--- config.mk ---
export PLATFORM = sky130hd
export DESIGN_NAME = log_serializer
export DESIGN_NICKNAME = d
export VERILOG_FILES = /design/src/rtl/log_serializer_pkg.sv /design/src/rtl/log_serializer.sv
export SDC_FILE = /design/constraint.sdc
export NUM_CORES = 1
export LEC_CHECK = 0
export ABC_CLOCK_PERIOD_IN_PS = 3360
export CORE_MARGIN = 5
export CORE_UTILIZATION = 45
export DETAILED_ROUTE_END_ITERATION = 16
export PLACE_DENSITY_LB_ADDON = 0.15
export SETUP_SLACK_MARGIN = 0.3
export SLEW_MARGIN = 20
export SYNTH_ARGS = -nofsm -noshare
export SYNTH_HDL_FRONTEND = slang
export SYNTH_SLANG_ARGS = --single-unit
--- constraint.sdc ---
create_clock -name clk -period 3.36 [get_ports clk]
set_input_delay 0.672 -clock clk [delete_from_list [all_inputs] [get_ports clk]]
set_output_delay 0.672 -clock clk [all_outputs]
set_load 0.1 [all_outputs]
--- src/rtl/log_serializer_pkg.sv ---
// log_serializer_pkg: shared types and constants for the log word serializer,
// also reused by the host-side deframer model.
// Provides the framer state encoding, the default header byte and the
// bytes-per-frame helper.
package log_serializer_pkg;

  typedef enum logic [1:0] {
    IDLE = 2'd0,
    HEAD = 2'd1,
    DATA = 2'd2
  } state_t;

  localparam logic [7:0] HDR_DEFAULT = 8'hA5;

  // Number of data bytes needed to carry an ldw-bit log word.
  function automatic int nb_of(input int ldw);
    return (ldw + 7) / 8;
  endfunction

endpackage

--- src/rtl/log_serializer.sv ---
// log_serializer: turns each LDW-bit log word into a byte frame
//   (optional header byte, then ceil(LDW/8) data bytes, LSB first, tlast on the final byte).
// Latency: first byte of a frame is valid the cycle after the word is accepted;
//   with sto_tready held high one word per NB+HEN cycles, back-to-back with no bubble.
// Backpressure: sto_tready low holds sto_tdata/sto_tlast stable; sti_tready only rises
//   in IDLE or combinationally from sto_tready on the last data byte.
// Ports:
//   clk, rst                 clock, asynchronous active-high reset
//   sti_tvalid/tready/tdata  input log word stream (LDW bits)
//   sto_tvalid/tready/tdata  output byte stream, sto_tlast marks end of frame
//   cnt_frm                  completed frame counter (wraps)
module log_serializer
  import log_serializer_pkg::*;
#(
  parameter int         LDW = 50,
  parameter int         HEN = 1,
  parameter logic [7:0] HDR = HDR_DEFAULT,
  parameter int         FCW = 16
) (
  input  logic           clk,
  input  logic           rst,
  output logic           sti_tready,
  input  logic           sti_tvalid,
  input  logic [LDW-1:0] sti_tdata,
  input  logic           sto_tready,
  output logic           sto_tvalid,
  output logic [7:0]     sto_tdata,
  output logic           sto_tlast,
  output logic [FCW-1:0] cnt_frm
);

  localparam int            NB       = nb_of(LDW);
  localparam int            CW       = (NB > 1) ? $clog2(NB) : 1;
  localparam int            SHW      = 8 * NB;
  localparam logic [CW-1:0] CNT_LAST = CW'(NB - 1);

  state_t         state, state_n;
  logic [SHW-1:0] sh, sh_n;
  logic [CW-1:0]  cnt, cnt_n;
  logic [FCW-1:0] frm_n;

  logic last_byte;
  logic sti_ttrnsf;
  logic sto_ttrnsf;

  assign last_byte  = (state == DATA) && (cnt == CNT_LAST);
  // Accept a new word while idle, or in the very cycle the final byte leaves,
  // so consecutive frames abut without an idle cycle.
  assign sti_tready = (state == IDLE) || (last_byte && sto_tready);
  assign sti_ttrnsf = sti_tready && sti_tvalid;
  assign sto_tvalid = (state != IDLE);
  assign sto_ttrnsf = sto_tready && sto_tvalid;
  assign sto_tlast  = last_byte;

  always_comb begin
    sto_tdata = 8'h00;
    case (state)
      HEAD:    sto_tdata = HDR;
      DATA:    sto_tdata = sh[7:0];
      default: sto_tdata = 8'h00;
    endcase
  end

  always_comb begin
    state_n = state;
    sh_n    = sh;
    cnt_n   = cnt;
    frm_n   = cnt_frm;
    case (state)
      IDLE: begin
        if (sti_ttrnsf) begin
          sh_n    = SHW'(sti_tdata);
          cnt_n   = '0;
          state_n = (HEN != 0) ? HEAD : DATA;
        end
      end
      HEAD: begin
        if (sto_ttrnsf) begin
          state_n = DATA;
          cnt_n   = '0;
        end
      end
      DATA: begin
        if (sto_ttrnsf) begin
          if (last_byte) begin
            frm_n = cnt_frm + 1'b1;
            // sti_tready is high here, so sti_tvalid alone means a transfer.
            if (sti_ttrnsf) begin
              sh_n    = SHW'(sti_tdata);
              cnt_n   = '0;
              state_n = (HEN != 0) ? HEAD : DATA;
            end else begin
              state_n = IDLE;
            end
          end else begin
            sh_n  = sh >> 8;
            cnt_n = cnt + CW'(1);
          end
        end
      end
      default: state_n = IDLE;
    endcase
  end

  always_ff @(posedge clk or posedge rst) begin
    if (rst) begin
      state   <= IDLE;
      sh      <= '0;
      cnt     <= '0;
      cnt_frm <= '0;
    end else begin
      state   <= state_n;
      sh      <= sh_n;
      cnt     <= cnt_n;
      cnt_frm <= frm_n;
    end
  end

endmodule

==> summary.md, run 1 <==
| Metric | Value |
|---|---|
| Initial Utilization | 45.9% |
| H-tree levels | 3 |
| Initial antenna violation count | 0 |
| CTS tree | built |
| Skew-Pair Late Insertion Delay | 0.34 ns |
| Commonest non-fill, non-tap cell in the layout | dfrtp_1 |
| Setup Crit Path Kind | flop to output pin |
| Setup TNS | 0 ns |
| Register bit total from synthesis | 77 |
| Crit-path cells | inv_1 -> ha_1 -> nand4_2 -> nand2_1 -> buf_12 |
| Placed insts | 524 |
| Vert. Die Dim | 98.3 µm |
| First-pass GRT wire length | 12,800 µm |
| Max-slew headroom | 35.7% |
| Most frequent cells in the layout | dfrtp_1 (77), inv_1 (65), a21oi_1 (56) |
| Clock transition at path regs | 0.08 ns |
| Hold_sp | cnt_frm[15] |
| Rows | 32 |
| Worst hold path stage count | 1 |
| GR Overflow Total | 0 |
| CP max stage cell | ha_1 |
| Cell area after synthesis | 3510 µm² |
| CTS sink cnt | 77 |
| Core Area | 7650 µm² |
| Vias in the first global route | 2,777 |
| Root buf cell | clkbuf_8 |
| Hold buffers post-CTS | 0 |
| Critical path's top delay family | adder cells |
| Final worst path period share | 80.3% |
| Via count | 2,778 |
| # diodes | 0 |
| Yosys cell types | 35 |
| Via density | 5.14 |
| Final hold violation count | 0 |
| Gp weighted congestion | 0.837 |
| Area share of the largest cell type after synthesis | 54.9% |
| Chip width | 98.3 µm |
| Worst Path Buf+Inv | 2 |
| Filler Cell Count | 657 |
| Worst slack at placement | 0.711 ns |
| Crit-path max FO | 16 |
| Post-route worst setup slack | 0.663 ns |
| Slew of the pin with the lowest slew margin | 0.961 ns |
| Top cell type by total area after synthesis | dfrtp_1 |
| Status | finished, final reports clean |
| Max Freq | 0.371 GHz |
| Clk buf depth | 2 |
| Post-synthesis net count | 415 |
| RSZ-0062 raised after global routing | false |
| Die area | 9660 µm² |
| Overall Global Routing Usage | 16.2% |
| Worst r2r src | state[0] |
| DRT Pass-1 Iters | 6 |
| Hold Path Class | flop to flop |
| Clock Skew | 0.00767 ns |
| PortBufs | 80 |
| Hold EP | cnt_frm[15] |
| Iter 0 DRT Violations | 143 |
| Post-synthesis cell count | 354 |
| WL/cell | 14.5 µm |
| Sequential share of the synthesized area | 54.9% |
| Syn Area/Cell | 9.91 µm² |
| ANT nets after route | 0 |
| Worst path arrival time | 2.03 ns |
| Worst R2R End | sh[9] |
| Critical Path RT | 2.69 ns |
| Num CTS Buffers | 9 |
| Setup Fix Bufs, Post-CTS | 0 |
| CP endpoint kind | output pin |
| Synth warnings | 0 |
| VDD IR max | 0.356 mV |
| Largest net degree at the start of global routing | 78 |
| Max-Cap Viols | 0 |
| Non-Filler Instances | 540 |
| P&R area growth vs syn | 32.5% |
| PostCTS Resize Cnt | 0 |
| # setup viols final | 0 |
| CP max stage delay | 0.49 ns |
| Tmin final | 2.70 ns |
| Fin. max-slew vios | 0 |
| Drt total wl | 7830 µm |
| R2R cell count | 7 |
| Net count, final | 494 |
| Power per standard cell area | 866 nW/µm² |
| P_leak | 0.00215 µW |
| CP Launch Type | flop |
| Synth area leaders | dfrtp_1 (55%), o22ai_1 (8.7%), a21oi_1 (8.0%) |
| Layout cell share with drive strength beyond 1 | 14.2% |
| Hpwl dp | 5470 µm |
| Residual DRC | 0 |
| Top Ports | 81 |
| Worst reg2reg setup slack | 0.82 ns |
## power breakdown
part | internal [µW] | switching [µW]
Sequential | 1250 | 194
Clock | 589 | 336
Combinational | 581 | 1080
## worst register-to-register path, cell delays in order (launching register included)
cell and delay (ns):
dfrtp_1 0.42, inv_1 0.11, ha_1 0.49, and3b_1 0.37, nor2b_4 0.23, o21a_2 0.47, buf_12 0.25, a21oi_1 0.10
## Yosys cell counts (all sizes together)
library cell	count
dfrtp	77
inv	66
a21oi	56
o22ai	49
nand2	13
buf	12
xnor2	12
nor2	9
ha	7
nor2b	7
clkbuf	5
nand4	5
and2	4
mux2i	4
nand3	4
mux2	3
nand2b	3
nor4	3
xor2	3
a31oi	2
and3	2
a22o	1
and3b	1
and4	1
nand3b	1
nand4b	1
nor3	1
o21a	1
o21ai	1
## stage by stage
step | area [µm²] | hold WS (ns) | power, µW | util (%)
floorplan | 3520 | 0.473 | 2690 | -
finish | 4650 | 0.481 | 4020 | 60.8
global route | 4650 | 0.517 | 4250 | 60.8
detailed placement | 4380 | 0.471 | 3120 | 57.2
global placement | 4380 | 0.462 | 3070 | 57.2
CTS | 4650 | 0.485 | 4060 | 60.8
## worst max-delay path by stage
stage / startpoint / to / slack [ns] / cells past startpoint
6_report: state[0] / sti_tready / 0.66 / 5
3_5_place_dp: sto_tready / sh[4] / 0.71 / 6
3_3_place_gp: sto_tready / sh[1] / 0.78 / 6
4_1_cts: state[0] / sti_tready / 0.62 / 5
2_1_floorplan: state[0] / sti_tready / 0.57 / 4
5_1_grt: state[0] / sti_tready / 0.53 / 5
## state kept, by name, summed over array words and instances, names as in the netlist
register  cells
cnt_frm      16
state         2
sh           56
cnt           3
## cell type report
type / count / area (µm²) / area share, %
clock inverter: 6 / 134 / 2.88
tap: 102 / 128 / 2.74
inverter: 66 / 249 / 5.36
sequential: 77 / 1930 / 41.4
clock buffer: 10 / 138 / 2.96
multi-input combinational: 194 / 1260 / 27.2
timing repair buffer: 85 / 811 / 17.4
## metal layers
layer	GRT usage [%]	part of all wire (%)	vias up
met1	21.9	47	1334
met2	25.5	47	75
li1	-	-	1360
met5	0	0	-
met3	3.79	4.8	9
met4	5.99	1.3	0
## cell families after synthesis
kind of cell,count (synthesis),share of synthesized area (%)
AOI/OAI and AO/OA,110,17.7
buffers and inverters,83,9.52
DFF,77,54.9
and+or+nand+nor,55,9.55
xor gates and xnor gates,15,3.74
muxes,7,2.10
adders and majority gates,7,2.50
(Power assumes the default switching activity.)
==> run 2, diff against run 1 <==
--- a/config.mk
+++ b/config.mk
@@ -5,7 +5,7 @@
 export SDC_FILE = /design/constraint.sdc
 export NUM_CORES = 1
 export LEC_CHECK = 0
-export ABC_CLOCK_PERIOD_IN_PS = 3360
+export ABC_CLOCK_PERIOD_IN_PS = 2450
 export CORE_MARGIN = 5
 export CORE_UTILIZATION = 45
 export DETAILED_ROUTE_END_ITERATION = 16
==> constraint.sdc (replaced) <==
create_clock -name clk -period 2.45 [get_ports clk]
set_input_delay 0.49 -clock clk [delete_from_list [all_inputs] [get_ports clk]]
set_output_delay 0.49 -clock clk [all_outputs]
set_load 0.1 [all_outputs]
==> summary.md, run 2 (synthesis gave the netlist of run 1 again) <==
| Metric | Value |
|---|---|
| Layout cell share with drive strength beyond 1 | 17.9% (+3.7 points) |
| Gp weighted congestion | 0.864 (+3.2%) |
| Iter 0 DRT Violations | 133 (-7.0%) |
| Crit-path cells | inv_2 -> ha_4 -> buf_6 -> a21oi_1 -> nor2b_4 -> buf_12 |
| Initial Utilization | 45.9% (unchanged) |
| Top Ports | 81 (unchanged) |
| Chip width | 98.3 µm (unchanged) |
| Clock Skew | 0.0141 ns (+0.00645 ns) |
| Root buf cell | clkbuf_8 |
| Via count | 2,801 (+0.83%) |
| Final core occ | 63.2% (+2.4 points) |
| Number of flip-flops in the largest register | 56 (unchanged) |
| Max-slew headroom | 65.9% (+30 points) |
| Status | finished, final reports clean |
| # setup viols final | 0 (unchanged) |
| Hpwl dp | 5510 µm (+0.67%) |
| Core Area | 7650 µm² (unchanged) |
| Filler Cell Count | 627 (-4.6%) |
| Setup Crit Path Kind | flop to output pin |
| P_leak | 0.00219 µW (+1.5%) |
| Placed insts | 525 (+0.19%) |
| Hold_sp | cnt_frm[15] |
| Worst R2R End | sh[48] |
| Critical Path RT | 1.96 ns (-0.73 ns) |
| Final worst path period share | 85.7% |
| Commonest non-fill, non-tap cell in the layout | dfrtp_1 |
| ANT nets after route | 0 (unchanged) |
| Final hold violation count | 0 (unchanged) |
| Slew of the pin with the lowest slew margin | 0.511 ns (-0.450 ns) |
| Non-Filler Instances | 544 (+0.74%) |
| Hold buffers post-CTS | 0 (unchanged) |
| Hold EP | cnt_frm[15] |
| Tmin final | 2.10 ns |
| Largest net degree at the start of global routing | 55 (-29%) |
| Top reg by flops | sh |
| Initial antenna violation count | 0 (unchanged) |
| Overall Global Routing Usage | 16.3% (+0.15 points) |
| RSZ-0062 raised after global routing | true |
| CTS tree | built |
| Worst r2r src | state[0] |
| H-tree levels | 3 (unchanged) |
| Residual DRC | 0 (unchanged) |
| CP max stage delay | 0.41 ns (-0.08 ns) |
| Fin. max-slew vios | 0 (unchanged) |
| Setup TNS | 0 ns (unchanged) |
| Net count, final | 499 (+1.0%) |
| Vert. Die Dim | 98.3 µm (unchanged) |
| # diodes | 0 (unchanged) |
| Power per standard cell area | 1180 nW/µm² (+36%) |
| CP max stage cell | dfrtp_1 |
| GR Overflow Total | 0 (unchanged) |
| Max Freq | 0.476 GHz |
| Num CTS Buffers | 9 (unchanged) |
| VDD IR max | 0.476 mV (+34%) |
| Critical path's top delay family | buffers and inverters |
| Clk buf depth | 2 (unchanged) |
| CTS sink cnt | 77 (unchanged) |
| Max-Cap Viols | 0 (unchanged) |
| DRT Pass-1 Iters | 4 (-2) |
| Drt total wl | 7840 µm (+0.13%) |
| WL/cell | 14.4 µm (-0.61%) |
| Skew-Pair Late Insertion Delay | 0.34 ns (about the same) |
| Worst reg2reg setup slack | 0.39 ns (-0.43 ns) |
| Rows | 32 (unchanged) |
| Top flop regs | sh x56, cnt_frm x16, cnt x3 |
| Via density | 5.15 (about the same) |
| Most frequent cells in the layout | dfrtp_1 (77), inv_1 (63), a21oi_1 (54) |
| R2R cell count | 8 (+1) |
| Worst Path Buf+Inv | 3 (+1) |
| Crit-path max FO | 12 (-4) |
| Hold Path Class | flop to flop |
| PortBufs | 80 (unchanged) |
| Die area | 9660 µm² (unchanged) |
| Clock transition at path regs | 0.08 ns (about the same) |
| CP endpoint kind | output pin |
| Worst path arrival time | 1.61 ns (-0.42 ns) |
| P&R area growth vs syn | 37.8% |
| Vias in the first global route | 2,856 (+2.8%) |
| Worst hold path stage count | 1 (unchanged) |
| First-pass GRT wire length | 13,000 µm (+0.97%) |
| CP Launch Type | flop |
==> run 2: power breakdown <==
part           switching, µW  total, µW  internal, µW  leakage, µW
sequential               268       1980          1710     0.000921
combinational           1600       2750          1150      0.00116
clock                    434        957           524     0.000103
==> run 2: layout make-up <==
class                      instances  area, µm²  area share, %
inverter                          66        255           5.28
multi-input combinational        194       1350           28.0
sequential                        77       1930           39.9
clock buffer                      12        155           3.21
clock inverter                     3       43.8          0.906
timing repair buffer              90        975           20.2
tap                              102        128           2.64
==> run 2: worst max path at each step <==
stage	start	end	slack [ns]	cells past startpoint
finish	state[0]	sto_tdata[2]	0.35	6
global route	state[0]	sh[48]	0.27	8
CTS	state[0]	sto_tdata[2]	0.30	6
detailed placement	sto_tready	sh[48]	0.20	6
global placement	sto_tready	cnt_frm[15]	0.24	5
floorplan	state[0]	sto_tdata[0]	0.08	5
==> run 2: worst reg2reg max path, cell delays in order, from the launching register on <==
cell and delay, ns:
dfrtp_1 0.39, inv_2 0.07, buf_4 0.14, ha_4 0.18, and3b_1 0.32, nor2b_4 0.22, o21a_2 0.18, buf_12 0.22
mux2i_1 0.26
==> run 2: metrics by stage <==
stage	worst slack (ns)	power [µW]	cell area, µm²	hold WS, ns
6_report	0.351	5680	4830	0.483
4_1_cts	0.298	5650	4790	0.483
5_1_grt	0.266	6010	4830	0.501
3_5_place_dp	0.204	4610	4550	0.470
2_1_floorplan	0.0769	3780	3560	0.473
3_3_place_gp	0.235	4540	4550	0.469
==> run 2: layer usage <==
metal / routed length [µm] / GRT usage, % / vias up
li1: - / - / 1367
met1: 3410 / 20.3 / 1345
met2: 3890 / 27.5 / 76
met3: 409 / 4.57 / 13
met4: 131 / 5.46 / 0
met5: 0 / 0 / -
==> run 2: timing repair <==
item                                    in CTS  in global routing
resized for setup                            8                  4
gates cloned                                 0                  0
pin swaps                                    0                  1
buffers inserted                             1                  3
endpoints found under the setup margin      10                  5
